$ cat src/rtl/uart_rx_oversampled.sv
`default_nettype none
// ============================================================================
//  Module      : uart_rx_oversampled
//  Description : 8N1 UART receiver. Oversamples the line, qualifies the start
//                bit, takes a 2-of-3 vote on each bit, checks the stop bit and
//                presents each byte in a valid/ready holding register.
//
//  Ports
//    clk        in   system clock, rising edge
//    rst        in   asynchronous active-high reset
//    uart_rx    in   serial line, idle high, asynchronous to clk
//    rx_data    out  [7:0] received byte, stable while rx_valid=1
//    rx_valid   out  byte available in the holding register
//    rx_ready   in   consumer takes the byte when rx_valid && rx_ready
//    frame_err  out  1-clk pulse, stop bit sampled low
//    overrun    out  1-clk pulse, finished byte dropped (register full)
//    busy       out  receiver is inside a frame
//
//  Revision    : 1.0  initial release
// ============================================================================
module uart_rx_oversampled #(
  parameter int CLK_FREQ   = 50_000_000,
  parameter int BAUD_RATE  = 115200,
  parameter int OVERSAMPLE = 16
) (
  input  logic       clk,
  input  logic       rst,
  input  logic       uart_rx,
  output logic [7:0] rx_data,
  output logic       rx_valid,
  input  logic       rx_ready,
  output logic       frame_err,
  output logic       overrun,
  output logic       busy
);

  localparam int TICK_DIV = CLK_FREQ / (BAUD_RATE * OVERSAMPLE);
  localparam int TICK_W   = (TICK_DIV > 1) ? $clog2(TICK_DIV) : 1;
  localparam int SAMP_W   = $clog2(OVERSAMPLE);

  localparam logic [TICK_W-1:0] TICK_LAST = TICK_W'(TICK_DIV - 1);
  localparam logic [SAMP_W-1:0] SAMP_LAST = SAMP_W'(OVERSAMPLE - 1);
  localparam logic [SAMP_W-1:0] SAMP_A    = SAMP_W'(OVERSAMPLE / 2 - 1);
  localparam logic [SAMP_W-1:0] SAMP_B    = SAMP_W'(OVERSAMPLE / 2);
  localparam logic [SAMP_W-1:0] SAMP_VOTE = SAMP_W'(OVERSAMPLE / 2 + 1);

  typedef enum logic [2:0] {
    S_IDLE      = 3'd0,
    S_START     = 3'd1,
    S_DATA      = 3'd2,
    S_STOP      = 3'd3,
    S_WAIT_IDLE = 3'd4
  } state_t;

  // Registered state
  logic              sync1_q, sync2_q;
  logic [1:0]        sync_vld_q;
  logic              armed_q;
  state_t            state_q;
  logic [TICK_W-1:0] tick_cnt_q;
  logic [SAMP_W-1:0] samp_cnt_q;
  logic [2:0]        bit_idx_q;
  logic              samp_a_q, samp_b_q, bit_q;
  logic [7:0]        shift_q;
  logic              done_q;
  logic [7:0]        rx_data_q;
  logic              rx_valid_q, frame_err_q, overrun_q, busy_q;

  // Next-state values
  logic              sync1_d, sync2_d;
  logic [1:0]        sync_vld_d;
  logic              armed_d;
  state_t            state_d;
  logic [TICK_W-1:0] tick_cnt_d;
  logic [SAMP_W-1:0] samp_cnt_d;
  logic [2:0]        bit_idx_d;
  logic              samp_a_d, samp_b_d, bit_d;
  logic [7:0]        shift_d;
  logic              done_d;
  logic [7:0]        rx_data_d;
  logic              rx_valid_d, frame_err_d, overrun_d, busy_d;

  logic w_line;
  logic w_tick;
  logic w_vote;
  logic w_bit_end;

  assign w_line    = sync2_q;
  assign w_tick    = (tick_cnt_q == TICK_LAST);
  // Third vote uses the live sample so the decision lands on the vote tick.
  assign w_vote    = (samp_a_q & samp_b_q) | (samp_a_q & w_line) | (samp_b_q & w_line);
  assign w_bit_end = w_tick && (samp_cnt_q == SAMP_LAST);

  always_comb begin
    sync1_d     = uart_rx;
    sync2_d     = sync1_q;
    // sync_vld marks when sync2 holds a real line sample rather than its
    // reset value, so a line held low through reset is never taken as high.
    sync_vld_d  = {sync_vld_q[0], 1'b1};
    armed_d     = armed_q;
    state_d     = state_q;
    tick_cnt_d  = w_tick ? '0 : tick_cnt_q + 1'b1;
    samp_cnt_d  = samp_cnt_q;
    bit_idx_d   = bit_idx_q;
    samp_a_d    = samp_a_q;
    samp_b_d    = samp_b_q;
    bit_d       = bit_q;
    shift_d     = shift_q;
    done_d      = 1'b0;
    rx_data_d   = rx_data_q;
    rx_valid_d  = rx_valid_q;
    frame_err_d = 1'b0;
    overrun_d   = 1'b0;

    if (w_tick) begin
      samp_cnt_d = (samp_cnt_q == SAMP_LAST) ? '0 : samp_cnt_q + 1'b1;
      if (samp_cnt_q == SAMP_A)    samp_a_d = w_line;
      if (samp_cnt_q == SAMP_B)    samp_b_d = w_line;
      if (samp_cnt_q == SAMP_VOTE) bit_d    = w_vote;
    end

    case (state_q)
      S_IDLE: begin
        // armed means the line has been seen high since the last frame, so
        // a low level here is a genuine falling edge.
        if (armed_q && !w_line) begin
          state_d    = S_START;
          tick_cnt_d = '0;
          samp_cnt_d = '0;
          armed_d    = 1'b0;
        end else if (sync_vld_q[1] && w_line) begin
          armed_d = 1'b1;
        end
      end
      S_START: begin
        if (w_bit_end) begin
          if (!bit_q) begin
            state_d   = S_DATA;
            bit_idx_d = 3'd0;
          end else begin
            state_d = S_IDLE;
          end
        end
      end
      S_DATA: begin
        if (w_bit_end) begin
          shift_d   = {bit_q, shift_q[7:1]};
          bit_idx_d = bit_idx_q + 3'd1;
          if (bit_idx_q == 3'd7) state_d = S_STOP;
        end
      end
      S_STOP: begin
        if (w_tick && (samp_cnt_q == SAMP_VOTE)) begin
          if (w_vote) begin
            state_d = S_IDLE;
            done_d  = 1'b1;
          end else begin
            frame_err_d = 1'b1;
            state_d     = S_WAIT_IDLE;
          end
        end
      end
      S_WAIT_IDLE: begin
        if (w_line) state_d = S_IDLE;
      end
      default: state_d = S_IDLE;
    endcase

    // Holding register: a new byte may replace one being consumed this clk.
    if (done_q) begin
      if (!rx_valid_q || rx_ready) begin
        rx_data_d  = shift_q;
        rx_valid_d = 1'b1;
      end else begin
        overrun_d = 1'b1;
      end
    end else if (rx_valid_q && rx_ready) begin
      rx_valid_d = 1'b0;
    end

    busy_d = (state_d != S_IDLE);
  end

  always_ff @(posedge clk or posedge rst) begin
    if (rst) begin
      sync1_q     <= 1'b1;
      sync2_q     <= 1'b1;
      sync_vld_q  <= 2'b00;
      armed_q     <= 1'b0;
      state_q     <= S_IDLE;
      tick_cnt_q  <= '0;
      samp_cnt_q  <= '0;
      bit_idx_q   <= 3'd0;
      samp_a_q    <= 1'b1;
      samp_b_q    <= 1'b1;
      bit_q       <= 1'b1;
      shift_q     <= 8'h00;
      done_q      <= 1'b0;
      rx_data_q   <= 8'h00;
      rx_valid_q  <= 1'b0;
      frame_err_q <= 1'b0;
      overrun_q   <= 1'b0;
      busy_q      <= 1'b0;
    end else begin
      sync1_q     <= sync1_d;
      sync2_q     <= sync2_d;
      sync_vld_q  <= sync_vld_d;
      armed_q     <= armed_d;
      state_q     <= state_d;
      tick_cnt_q  <= tick_cnt_d;
      samp_cnt_q  <= samp_cnt_d;
      bit_idx_q   <= bit_idx_d;
      samp_a_q    <= samp_a_d;
      samp_b_q    <= samp_b_d;
      bit_q       <= bit_d;
      shift_q     <= shift_d;
      done_q      <= done_d;
      rx_data_q   <= rx_data_d;
      rx_valid_q  <= rx_valid_d;
      frame_err_q <= frame_err_d;
      overrun_q   <= overrun_d;
      busy_q      <= busy_d;
    end
  end

  assign rx_data   = rx_data_q;
  assign rx_valid  = rx_valid_q;
  assign frame_err = frame_err_q;
  assign overrun   = overrun_q;
  assign busy      = busy_q;

endmodule
`default_nettype wire

$ cat config.mk
export PLATFORM = sky130hd
export DESIGN_NAME = uart_rx_oversampled
export DESIGN_NICKNAME = d
export VERILOG_FILES = /design/src/rtl/uart_rx_oversampled.sv
export SDC_FILE = /design/constraint.sdc
export NUM_CORES = 1
export LEC_CHECK = 0
export ABC_AREA = 0
export BUFFER_PORTS_ARGS = -buffer_cell sky130_fd_sc_hd__buf_4
export CAP_MARGIN = 20
export CORE_MARGIN = 3
export CORE_UTILIZATION = 35
export CTS_CLUSTER_SIZE = 14
export DETAILED_ROUTE_END_ITERATION = 6
export PLACE_DENSITY = 0.57
export SLEW_MARGIN = 20
export SYNTH_ARGS = -nofsm -noshare
export SYNTH_HDL_FRONTEND = slang
export SYNTH_SLANG_ARGS = --single-unit
$ cat constraint.sdc
create_clock -name clk -period 2.7 [get_ports clk]
set_input_delay 0.27 -clock clk [delete_from_list [all_inputs] [get_ports clk]]
set_output_delay 0.27 -clock clk [all_outputs]
set_load 0.03 [all_outputs]
Word-level counts from Yosys, hierarchy flattened
Index checks and enable logic that the tools add are counted.
{"block": "word_totals", "ff_bits": 44, "inputBits": 4, "output_inout_bits": 12}
{"block": "op_classes", "add_sub_neg": 3, "eq_ne": 14, "n_mux": 33, "bitwise_logic": 5, "reduce_logical": 21}
{"op": "$mux W3", "n": 10}
{"op": "$mux W4", "n": 4}
{"op": "$mux W5", "n": 3}
{"op": "$pmux W3 S5", "n": 1}
{"op": "$reduce_and A2 Y1", "n": 7}
{"op": "$mux W1", "n": 13}
{"op": "$eq A4 B4 Y1 const B", "n": 3}
{"op": "$eq A3 B2 Y1 const B", "n": 2}
{"op": "$eq A3 B3 Y1 const B", "n": 2}
{"op": "$ne A2 B2 Y1 const B", "n": 3}
{"op": "$pmux W3 S2", "n": 1}
{"op": "$reduce_bool A2 Y1", "n": 3}
{"op": "$add A5 B1 Y5 const B", "n": 1}
{"op": "$eq A5 B5 Y1 const B", "n": 1}
{"op": "$logic_and A1 B1 Y1", "n": 5}
{"op": "$add A4 B1 Y4 const B", "n": 1}
{"op": "$eq A4 B3 Y1 const B", "n": 1}
{"op": "$reduce_and A4 Y1", "n": 1}
{"op": "$add A3 B1 Y3 const B", "n": 1}
{"op": "$and A1 B1 Y1", "n": 3}
{"op": "$eq A3 B1 Y1 const B", "n": 1}
{"op": "$logic_not A3 Y1", "n": 1}
{"op": "$reduce_bool A3 Y1", "n": 1}
{"op": "$logic_not A1 Y1", "n": 2}
{"op": "4 further kinds", "n": 5}

Logic depth before layout (Yosys ltp)
{"block": "depth", "ltp_word": 7, "ltp_mapped": 7}

Worst setup path after synthesis
OpenSTA, ideal clock, no wires.
{"block": "synth_path", "path_kind": "flip-flop to flip-flop", "from": "register tick_cnt_q[0]", "to": "register shift_q[0]", "arrival_time_ns": 1.741, "required_ns": 2.575, "slack_ns": 0.834, "stages_incl_launch_ff": 8, "n_path_buf": 1, "synth_period_minus_slack_ns": 1.866, "path_cell_list": "dfrtp_1 -> inv_1 -> ha_1 -> nand4b_4 -> or2_4 -> nor3_4 -> buf_6 -> mux2_2"}
{"block": "synth_via", "elab_chain_cells": 3}
{"element": "from (decl)", "line_no": "60", "source": "logic [TICK_W-1:0] tick_cnt_q;"}
{"element": "from (signal assigned)", "line_no": "210", "source": "tick_cnt_q <= tick_cnt_d;"}
{"element": "$eq A5 B5 Y1", "line_no": "89", "source": "assign w_tick = (tick_cnt_q == TICK_LAST);"}
{"element": "$logic_and A1 B1 Y1", "line_no": "92", "source": "assign w_bit_end = w_tick && (samp_cnt_q == SAMP_LAST);"}
{"element": "$reduce_and A2 Y1 (no line)"}
{"element": "to (signal assigned)", "line_no": "216", "source": "shift_q <= shift_d;"}
{"element": "to (decl)", "line_no": "64", "source": "logic [7:0] shift_q;"}
No other way between the ends.
A chain may end at the register's enable or synchronous reset.

Final worst setup path
{"block": "layout_path", "from": "register tick_cnt_q[0]", "to": "register shift_q[3]"}
The elaborated chain is that of the path after synthesis.

==> out/qor.yml <==
sta:
  finalCritPeriodShare_pct: 79.9
  hold_violations: 0
  rsz0062_at_grt: "false"
  tightest_slew_ps: 710
  slew_headroom_pct: 52.6
  maxSlewViolCount: 0
  skew_ps: 9.40
  finalSetupViolCount: 0
  fin_crit_ps: 2160
  fmax_ghz: 0.464
  tns_ps: 0
clocking:
  cts.sinks: 44
  cts_hold_buf: 0
  cts_tree: "built"
  clkTransAtPathRegs_ps: 80
  post_cts_resized: 0
  numCtsBuffers: 5
  post_cts_buffers: 0
  cts.path.max_buffers: 2
  htreeDepth: 2
  clkLatencyLatePin_ps: 300
  cts-root-buf: "clkbuf_8"
final_layout:
  multi_input_area_um2: 786
  final_core_util_pct: 43.0
  final_layout_size_suffix_gt1_share_pct: 32.4
  antenna_cells: 0
  instances_no_fill: 243
  mostFrequentLayoutCells: "39 x dfrtp_1, 19 x mux2_2, 15 x buf_4"
  register_area_um2: 1110
  syn2layout_area_growth_pct: 16.1
  fill_cells: 488
  final_common_cell: "dfrtp_1"
  nNetsFinal: 183
logic_synthesis:
  synthXorXnorAreaFrac_pct: 2.26
  muxShareOfSynthArea_pct: 11.8
  ys_seq_elements: 44
  synth_cell_types: 39
  synth_ff_type: "dfrtp_1"
  syn_area_um2: 1940
  synthSimpleGateAreaFrac_pct: 15.0
  async_flop_share_pct: 100
  synth_top_family_by_area: "simple AND/OR/NAND/NOR gates"
  synth_fa_ha_area_share_pct: 5.03
  synth_largest_area_cell: "dfrtp_1"
  syn_inst: 153
  syn_nets: 164
  ys_seq_area_share_pct: 57.1
  yosysWarnings: 0
  synth_compound_area_share_pct: 6.19
  synth_edf_count: 0
  synthTopCellsByArea: "dfrtp_1 50%, mux2_2 11%, dfstp_2 6.8%"
  synth_top_area_share_pct: 50.3
  syn_area_per_cell_um2: 12.7
placed_design:
  gp_congestion: 0.802
  io_buffers: 15
  hpwl_um: 2340
  dpl.cell_count: 235
worst_setup_path:
  cp-start-kind: "flip-flop"
  cp_slowest_cell: "nor3_4"
  cp.required_ps: 2880
  cp-end-kind: "flip-flop"
  crit_arrival_ps: 2340
  critical_path_class: "reg -> reg"
  cp_cell_sequence: "inv_1, ha_1, nand4b_4, or2_4, nor3_4, mux2_2"
  path_max_fanout: 12
  reg2regPathDepth: 6
  cpPeakStageDelay_ps: 470
global_route:
  grt_first_pass_wirelength_um: 5620
  grt_pass1_vias: 1192
  grtUsageMet2_pct: 18.2
  overflow: 0
  antenna_found_initial: 0
  grt_use_met1_pct: 14.4
  grt.met3_usage_pct: 3.70
  track_usage_pct: 11.4
  top_usage_layer: "met2"
  grt_start_max_net_pins: 29
detailed_routing:
  dr.pass1.iters: 4
  first_iter_violations: 116
  drc: 0
  wl_per_cell_um: 13.3
  dr_total_vias: 1193
  totalWireLength_um: 3230
  via_per_inst: 4.91
  postRouteAntennaNets: 0
floorplan:
  core_area_um2: 5240
  io_pins: 16
  die-area_um2: 6470
  die_height_um: 80.4
  fp-row-count: 26
  start_util_pct: 37.0
  fp.dieW_um: 80.4
pwr:
  leakage_nw: 1.09
  p_per_area_nw_per_um2: 697
  ir_worst_vdd_v: 0.000525
run:
  drv_cap: 0
min_path:
  hold_class: "in -> reg"
  min_delay_path_depth: 1
status:
  outcome: "complete, no violations"
-- path summary, 6_finish.rpt --
check | start | endpoint | slack, ps
max reg2reg | tick_cnt_q[0]$_DFF_PP0_ | shift_q[3]$_DFFE_PP0P_ | 540
max in group asynchronous | rst | bit_q$_DFFE_PP1P_ | 1950
max | tick_cnt_q[0]$_DFF_PP0_ | shift_q[3]$_DFFE_PP0P_ | 540
min | uart_rx | sync1_q$_DFF_PP1_ | 80
min in group asynchronous | rst | sync_vld_q[1]$_DFF_PP0_ | 90
min reg2reg | sync_vld_q[0]$_DFF_PP0_ | sync_vld_q[1]$_DFF_PP0_ | 350
-- area by class of cell --
type                            instances  area share (%)
Inverter                                6            1.00
Tap cell                               70            3.89
Sequential cell                        44            49.2
Timing Repair Buffer                   16            5.89
Clock buffer                            5            3.06
Clock inverter                          3            2.06
Multi-Input combinational cell         99            34.9
-- per-layer routing --
metal  vias up  part of all wire (%)
met3         5                   3.9
met2        18                    50
met5         -                     0
li1        575                     -
met1       595                    44
met4         0                   1.6
-- registers in the layout (all words and copies together) (netlist names) --
name / cells
rx_data: 8
shift_q: 8
tick_cnt_q: 5
samp_cnt_q: 4
bit_idx_q: 3
state_q: 3
sync_vld_q: 2
armed_q: 1
bit_q: 1
busy: 1
done_q: 1
frame_err: 1
overrun: 1
rx_valid: 1
samp_a_q: 1
samp_b_q: 1
sync1_q: 1
sync2_q: 1
-- stage by stage --
stage               hold WS, ps  worst slack (ps)  power, W  instance area (µm²)
floorplan                   274               834   0.00101                 1940
global placement            332               635   0.00106                 2140
detailed placement          345               559   0.00108                 2140
CTS                        65.5               530   0.00159                 2250
global route               57.2               411   0.00167                 2250
finish                     76.2               543   0.00157                 2250
-- cells in the mapped netlist (3+ instances only) --
library cell	n
nand2_1	10
nand3_1	3
inv_1	6
xor2_1	3
and2_1	3
dfstp_2	5
a21oi_1	4
nor2_1	10
o21ai_0	4
dfrtp_1	39
ha_1	7
nor3b_1	3
mux2_2	19
nor3_1	3
-- worst max-delay path, delay by kind of cell, from the launching register on --
family	cells	cell delay, ps
fa+ha+maj	1	210
buf+inv	1	70
flops	1	420
mux	1	390
simple gates	3	950
-- where the power goes --
group | switching (W) | total (W) | internal [W]
clock | 0.000230 | 0.000509 | 0.000279
sequential | 0.0000829 | 0.000814 | 0.000731
combinational | 0.000128 | 0.000246 | 0.000118
total | 0.000441 | 0.00157 | 0.00113
-- kinds of logic (layout without fill, tap and decap cells) --
group,after synthesis,count (layout)
buf+inv,10,30
mux,20,20
xor+xnor,5,5
fa+ha+maj,8,8
flops,44,44
compound gates,17,17
simple gates,48,48
other cells,1,1
(Power assumes the default switching activity.)
